$ cat config.mk
export PLATFORM = sky130hd
export DESIGN_NAME = regfile_write_arbiter_flat
export DESIGN_NICKNAME = d
export VERILOG_FILES = /design/src/rtl/regfile_write_arbiter_if.sv /design/src/rtl/regfile_write_arbiter.sv /design/src/flat_wrapper.sv
export SDC_FILE = /design/constraint.sdc
export NUM_CORES = 1
export LEC_CHECK = 0
export CAP_MARGIN = 20
export CORE_AREA = 2 2 97 99
export CTS_BUF_LIST = sky130_fd_sc_hd__clkbuf_2 sky130_fd_sc_hd__clkbuf_4 sky130_fd_sc_hd__clkbuf_8
export DETAILED_ROUTE_END_ITERATION = 16
export DIE_AREA = 0 0 99 101
export GPL_TIMING_DRIVEN = 0
export PLACE_DENSITY = 0.77
export SLEW_MARGIN = 15
export SYNTH_ARGS = -nofsm -noshare
export SYNTH_HDL_FRONTEND = slang
export SYNTH_SLANG_ARGS = --single-unit
$ cat constraint.sdc
create_clock -name clk -period 2.4 [get_ports clk]
set_input_delay 0.36 -clock clk [delete_from_list [all_inputs] [get_ports clk]]
set_output_delay 0.36 -clock clk [all_outputs]
set_load 0.01 [all_outputs]
$ cat src/rtl/regfile_write_arbiter_if.sv
// Writeback request bus between the execution units and the register file
// write arbiter.
//
// Handshake: a requester raises req_valid[i] and holds req_addr/req_data for
// slot i stable until it sees req_ready[i]. A write transfers in any cycle
// where req_valid[i] & req_ready[i] is true at the rising edge. req_ready is
// one-hot or zero, and the arbiter may assert it combinationally from valid.
//
// Signals:
//   req_valid  NUM_REQ     requester i has a pending writeback
//   req_ready  NUM_REQ     one-hot grant from the arbiter
//   req_addr   NUM_REQ*AW  destination register of requester i, slice [i*AW +: AW]
//   req_data   NUM_REQ*DW  write data of requester i, slice [i*DW +: DW]
// Modports:
//   master  writeback sources (drive valid/addr/data, observe ready)
//   slave   the arbiter (observe valid/addr/data, drive ready)
interface regfile_write_arbiter_if #(
    parameter int NUM_REQ = 3,
    parameter int AW      = 4,
    parameter int DW      = 32
);
    logic [NUM_REQ-1:0]    req_valid;
    logic [NUM_REQ-1:0]    req_ready;
    logic [NUM_REQ*AW-1:0] req_addr;
    logic [NUM_REQ*DW-1:0] req_data;

    modport master (
        output req_valid,
        output req_addr,
        output req_data,
        input  req_ready
    );

    modport slave (
        input  req_valid,
        input  req_addr,
        input  req_data,
        output req_ready
    );
endinterface

$ cat src/rtl/regfile_write_arbiter.sv
// Round-robin arbiter sharing the single register file write port between
// NUM_REQ writeback sources (0=ALU, 1=LSU, 2=MUL), with a per-register busy
// scoreboard (set when a destination is reserved at issue, cleared when the
// write to it is granted).
//
// Ports:
//   clk         clock, all state on the rising edge
//   reset       asynchronous, active-low reset
//   bus         writeback request bus (slave side), see the interface file
//   rsv_valid   reserve rsv_addr in the scoreboard at the next edge
//   rsv_addr    register to reserve
//   stall       freeze the write port: no grants this cycle
//   rf_we       registered register file write enable
//   rf_waddr    registered write address
//   rf_wdata    registered write data
//   grant_id    index of the requester behind the current rf_we pulse
//   busy        scoreboard, busy[r]=1 while a write to r is outstanding
//   dbg_rr_ptr  current round-robin pointer (highest-priority requester)
module regfile_write_arbiter #(
    parameter int NUM_REQ  = 3,
    parameter int NUM_REGS = 16,
    parameter int AW       = 4,
    parameter int DW       = 32,
    localparam int GW      = (NUM_REQ > 1) ? $clog2(NUM_REQ) : 1
) (
    input  logic                clk,
    input  logic                reset,
    regfile_write_arbiter_if.slave bus,
    input  logic                rsv_valid,
    input  logic [AW-1:0]       rsv_addr,
    input  logic                stall,
    output logic                rf_we,
    output logic [AW-1:0]       rf_waddr,
    output logic [DW-1:0]       rf_wdata,
    output logic [GW-1:0]       grant_id,
    output logic [NUM_REGS-1:0] busy,
    output logic [GW-1:0]       dbg_rr_ptr
);

    logic [GW-1:0]       rr_ptr;
    logic [GW-1:0]       grant_w;
    logic                grant_any;
    logic [GW-1:0]       rr_ptr_next;
    logic [AW-1:0]       sel_addr;
    logic [DW-1:0]       sel_data;
    logic [NUM_REGS-1:0] busy_next;
    int                  idx;

    assign dbg_rr_ptr = rr_ptr;

    // Scan from rr_ptr upward with wrap-around; the first valid requester
    // wins. The pointer only ever holds 0..NUM_REQ-1, so a single
    // subtraction is enough for the modulo.
    always_comb begin
        grant_any = 1'b0;
        grant_w   = '0;
        idx       = 0;
        for (int k = 0; k < NUM_REQ; k++) begin
            idx = int'(rr_ptr) + k;
            if (idx >= NUM_REQ) begin
                idx = idx - NUM_REQ;
            end
            if (!grant_any && bus.req_valid[idx]) begin
                grant_any = 1'b1;
                grant_w   = GW'(idx);
            end
        end
        if (stall) begin
            grant_any = 1'b0;
            grant_w   = '0;
        end
    end

    // Ready is asserted only for a valid winner, so grant_any is the transfer.
    assign bus.req_ready = grant_any ? (NUM_REQ'(1) << grant_w) : '0;

    assign sel_addr = bus.req_addr[int'(grant_w)*AW +: AW];
    assign sel_data = bus.req_data[int'(grant_w)*DW +: DW];

    assign rr_ptr_next = (grant_w == GW'(NUM_REQ - 1)) ? '0 : grant_w + GW'(1);

    // Clear for the granted write first, then apply the reservation, so a
    // new producer issued in the same cycle keeps the register busy.
    always_comb begin
        busy_next = busy;
        if (grant_any) begin
            busy_next[sel_addr] = 1'b0;
        end
        if (rsv_valid) begin
            busy_next[rsv_addr] = 1'b1;
        end
    end

    always_ff @(posedge clk or negedge reset) begin
        if (!reset) begin
            rf_we    <= 1'b0;
            rf_waddr <= '0;
            rf_wdata <= '0;
            grant_id <= '0;
            rr_ptr   <= '0;
            busy     <= '0;
        end else begin
            rf_we <= grant_any;
            busy  <= busy_next;
            if (grant_any) begin
                rf_waddr <= sel_addr;
                rf_wdata <= sel_data;
                grant_id <= grant_w;
                rr_ptr   <= rr_ptr_next;
            end
        end
    end

endmodule

$ cat src/flat_wrapper.sv
// flat-port wrapper written by rule: the top's interface ports become plain ports
module regfile_write_arbiter_flat 
#(
    parameter int NUM_REQ  = 3,
    parameter int NUM_REGS = 16,
    parameter int AW       = 4,
    parameter int DW       = 32,
    localparam int GW      = (NUM_REQ > 1) ? $clog2(NUM_REQ) : 1
)
  (clk, reset, rsv_valid, rsv_addr, stall, rf_we, rf_waddr, rf_wdata, grant_id, busy, dbg_rr_ptr, bus_req_valid, bus_req_addr, bus_req_data, bus_req_ready);
  regfile_write_arbiter_if #(.NUM_REQ(NUM_REQ), .AW(AW), .DW(DW)) bus_i ();
  input  logic clk;
  input  logic reset;
  input  logic rsv_valid;
  input  logic [AW-1:0] rsv_addr;
  input  logic stall;
  output logic rf_we;
  output logic [AW-1:0] rf_waddr;
  output logic [DW-1:0] rf_wdata;
  output logic [GW-1:0] grant_id;
  output logic [NUM_REGS-1:0] busy;
  output logic [GW-1:0] dbg_rr_ptr;
  input wire logic [$bits(bus_i.req_valid)-1:0] bus_req_valid;
  input wire logic [$bits(bus_i.req_addr)-1:0] bus_req_addr;
  input wire logic [$bits(bus_i.req_data)-1:0] bus_req_data;
  output wire logic [$bits(bus_i.req_ready)-1:0] bus_req_ready;
  assign bus_i.req_valid = bus_req_valid;
  assign bus_i.req_addr = bus_req_addr;
  assign bus_i.req_data = bus_req_data;
  assign bus_req_ready = bus_i.req_ready;
  regfile_write_arbiter #(.NUM_REQ(NUM_REQ), .NUM_REGS(NUM_REGS), .AW(AW), .DW(DW)) u_core (.clk(clk), .reset(reset), .bus(bus_i), .rsv_valid(rsv_valid), .rsv_addr(rsv_addr), .stall(stall), .rf_we(rf_we), .rf_waddr(rf_waddr), .rf_wdata(rf_wdata), .grant_id(grant_id), .busy(busy), .dbg_rr_ptr(dbg_rr_ptr));
endmodule
==> impl_summary.log <==
[metrics] Clock H-tree levels: 3
[metrics] final RePlAce weighted congestion: 0.887
[metrics] buffers from clock root to sink, at most: 2
[metrics] reg-to-reg endpoint: u_core.busy[2]
[metrics] port bufs: 177
[metrics] leakage component of the power: 2.36 nW
[metrics] transition time of the tightest slew-check pin: 0.733 ns
[metrics] worst-path fanout max: 6
[metrics] share of post-route cells with drive strength above 1: 21.9%
[metrics] kind of capture point of the worst setup path: output port
[metrics] average wire per standard cell: 18.3 microns
[metrics] number of remaining DRC errors: 0
[metrics] Worst Setup Start Kind: flop
[metrics] detailed-placement wirelength estimate: 8580 microns
[metrics] iteration count of the initial detailed-routing pass: 4
[metrics] power per cell area: 1270 nW/um^2
[metrics] RR Startpoint: u_core.dbg_rr_ptr[1]
[metrics] area of the core: 8980 sq um
[metrics] die outline height: 101 microns
[metrics] number of nets in the layout: 664
[metrics] critical path data required time: 2.04 ns
[metrics] Inserted Diodes: 0
[metrics] effective utilization at floorplan: 34.3%
[metrics] worst r2r path cells: 10
[metrics] normalized max-slew margin: 51.1%
[metrics] Unique masters post-synth: 47
[metrics] TritonCTS clock tree: yes
[metrics] Mapped Area: 3080 sq um
[metrics] row count: 35
[metrics] worst min path class: in -> async
[metrics] number of enable-type register cells in the synthesized netlist: 0
[metrics] pre-CTS setup slack: -1.18 ns
[metrics] number of clock sinks seen by CTS: 57
[metrics] synth-to-layout area growth: 89.9%
[metrics] via count of the routed design: 3570
[metrics] Util after Layout: 65.1%
[metrics] count of endpoints failing hold in the final timing report: 0
[metrics] sum of overflow across all layers after global routing: 0
[metrics] average cell area after synthesis: 9.13 sq um
[metrics] wire length of the first global-routing pass: 18400 microns
[metrics] cell count after synthesis: 337
[metrics] number of max-cap violations: 0
[metrics] ratio of final minimum period to clock period: 107%
[metrics] number of global-route vias before repair: 3668
[metrics] flip-flop and latch count after synthesis: 57
[metrics] final worst path period need: 2.56 ns
[metrics] classification of the worst setup path: reg -> out
[metrics] worst-case vdd ir drop: 0.628 mV
[metrics] register-to-register setup slack: -0.15 ns
[metrics] biggest area contributors in the synthesized netlist: dfrtp_1, nand3_1, a22oi_1
[metrics] smallest setup slack after layout: -0.159 ns
[metrics] remaining number of nets flagged by the antenna check after routing: 0
[metrics] RSZ-0062 raised after global routing: yes
[metrics] clock-pin slew of the registers on the worst-case setup and hold paths: 0.08 ns
[metrics] number of setup violations in the final report: 19
[metrics] number of max-slew violations in the final report: 0
[metrics] area of the die: 10000 sq um
[metrics] outcome: complete, but fails checks
[metrics] Initial DRC Count: 92
[metrics] initial antenna violation count: 0
[metrics] aggregate global-route resource usage: 23.3%
[metrics] final worst clock skew: 0.0141 ns
[metrics] top-area cell type share of the netlist area: 46.3%
[metrics] dominant synthesized flop cell: dfrtp_1
[metrics] wirelength, routed: 12000 microns
[metrics] pin count of the biggest net entering global routing: 58
[metrics] critical path data arrival time: 2.20 ns
[metrics] net count after synthesis: 458
[metrics] number of buffers created by CTS: 9
[metrics] buffer type at the clock tree root: clkbuf_8
[metrics] post-detailed-route via-to-cell ratio: 5.42
[metrics] Die W: 99 microns
[metrics] proportion of register bits with asynchronous set or reset after synthesis: 100%
[metrics] library cell with the largest summed area after synthesis: dfrtp_1
[metrics] maximum clock frequency: 0.391 GHz
[metrics] sequential cell area fraction in the yosys report: 46.3%
[metrics] Worst-Skew Late Latency: 0.34 ns
[metrics] count of pins on the block boundary: 179
[metrics] violated checks: setup timing
[metrics] number of warnings reported in the yosys synthesis log: 0
==> power by group <==
part	internal (mW)	switching (mW)
logic	2.47	2.15
clock network	0.614	0.434
registers	1.46	0.308
==> routing by layer <==
layer  up-vias  wire length [microns]  track usage, %
met2       129                   6200            39.2
met5         -                      0               0
li1       1681                      -               -
met3        21                    718            5.27
met1      1739                   4880            29.2
met4         0                    246            8.96
==> synthesized netlist by cell type (5+ instances only) <==
cell       n
a22oi_1   22
inv_1      8
o31ai_1    8
o21ai_1   13
o21ai_0   12
o22ai_1    5
a221oi_1  12
nand2_1   42
clkbuf_1  15
o41ai_1    7
a21oi_1   17
a21o_1     6
buf_2      5
nor2_1    16
dfrtp_1   57
nand3_1   46
==> critical path, stage by stage (launching register included) <==
cell and delay [ns]:
dfrtp_2 0.46, ha_4 0.20, buf_6 0.13, nor2b_1 0.14, or3_1 0.32, nand4_1 0.10, o21ai_1 0.07, and3_4 0.19
clkbuf_16 0.15, buf_6 0.11
==> worst max-delay path by stage <==
| stage | to | slack (ns) | startpoint | cells after the start |
|---|---|---|---|---|
| after floorplan | u_core.busy[0] | -0.002 | u_core.dbg_rr_ptr[0] | 10 |
| after CTS | bus_req_ready[0] | -0.22 | u_core.dbg_rr_ptr[0] | 9 |
| after global routing | bus_req_ready[1] | -0.27 | u_core.dbg_rr_ptr[0] | 10 |
| after global placement | bus_req_ready[2] | -1.20 | bus_req_valid[2] | 7 |
| final | bus_req_ready[1] | -0.16 | u_core.dbg_rr_ptr[1] | 9 |
| after detailed placement | bus_req_ready[2] | -1.18 | bus_req_valid[2] | 7 |
==> repair_timing <==
item,4_1_cts,5_1_grt
pin swaps,19,13
setup endpoints to repair,54,55
resized for setup,100,31
buffers inserted,16,3
gates cloned,2,0
endpoints found under the hold margin,0,0
hold buffers,0,0
==> kinds of logic after synthesis <==
| logic type | after synthesis | synth area share, % |
|---|---|---|
| simple gates | 122 | 18.4 |
| compound gates | 122 | 28.9 |
| flops | 57 | 46.3 |
| buf+inv | 33 | 5.12 |
| fa+ha+maj | 3 | 1.18 |
==> area by class of cell <==
class                      instances  area [sq um]
buffer                            21           249
clock buffer                      10           138
clock inverter                     6          91.3
fill                             730          3130
inverter                           9          46.3
multi-input combinational        247          1780
sequential                        57          1430
tap                              111           139
timing repair buffer             198          1980
==> flip-flops by register name, indices dropped and copies added (netlist names) <==
signal	cells
u_core.busy	16
u_core.dbg_rr_ptr	2
u_core.grant_id	2
u_core.rf_waddr	4
u_core.rf_wdata	32
u_core.rf_we	1
==> per-stage QoR <==
stage	power, mW	instance area, sq um	setup TNS, ns	cells	hold WS, ns
finish	7.43	5850	-2.00	659	0.0734
global route	7.87	5850	-5.73	659	0.131
CTS	7.25	5710	-2.62	657	0.0983
detailed placement	5.37	5020	-27.69	625	0.469
global placement	5.30	5020	-78.17	625	0.460
floorplan	3.60	3110	-0.00198	337	0.0644
==> cell usage in the layout, fill, tap and decap left out, types with 3 or more instances in the layout <==
| master | Yosys | routed |
|---|---|---|
| clkdlybuf4s50_1 | 0 | 172 |
| dfrtp_1 | 57 | 55 |
| nand3_1 | 46 | 46 |
| nand2_1 | 42 | 40 |
| o21ai_1 | 13 | 19 |
| a22oi_1 | 22 | 19 |
| buf_4 | 1 | 16 |
| a21oi_1 | 17 | 15 |
| clkbuf_8 | 0 | 14 |
| buf_6 | 3 | 12 |
| nor2_1 | 16 | 12 |
| a221oi_2 | 0 | 9 |
| o41ai_2 | 1 | 7 |
| inv_1 | 8 | 6 |
| o31ai_1 | 8 | 6 |
| a21o_1 | 6 | 6 |
| clkbuf_4 | 0 | 5 |
| nor2_2 | 2 | 4 |
| o21ai_0 | 12 | 4 |
| o22ai_1 | 5 | 3 |
| clkbuf_16 | 0 | 3 |
| a22oi_2 | 0 | 3 |
| a221oi_1 | 12 | 3 |
| clkinvlp_4 | 0 | 3 |
Note: power is estimated with default switching activity, not from simulation.
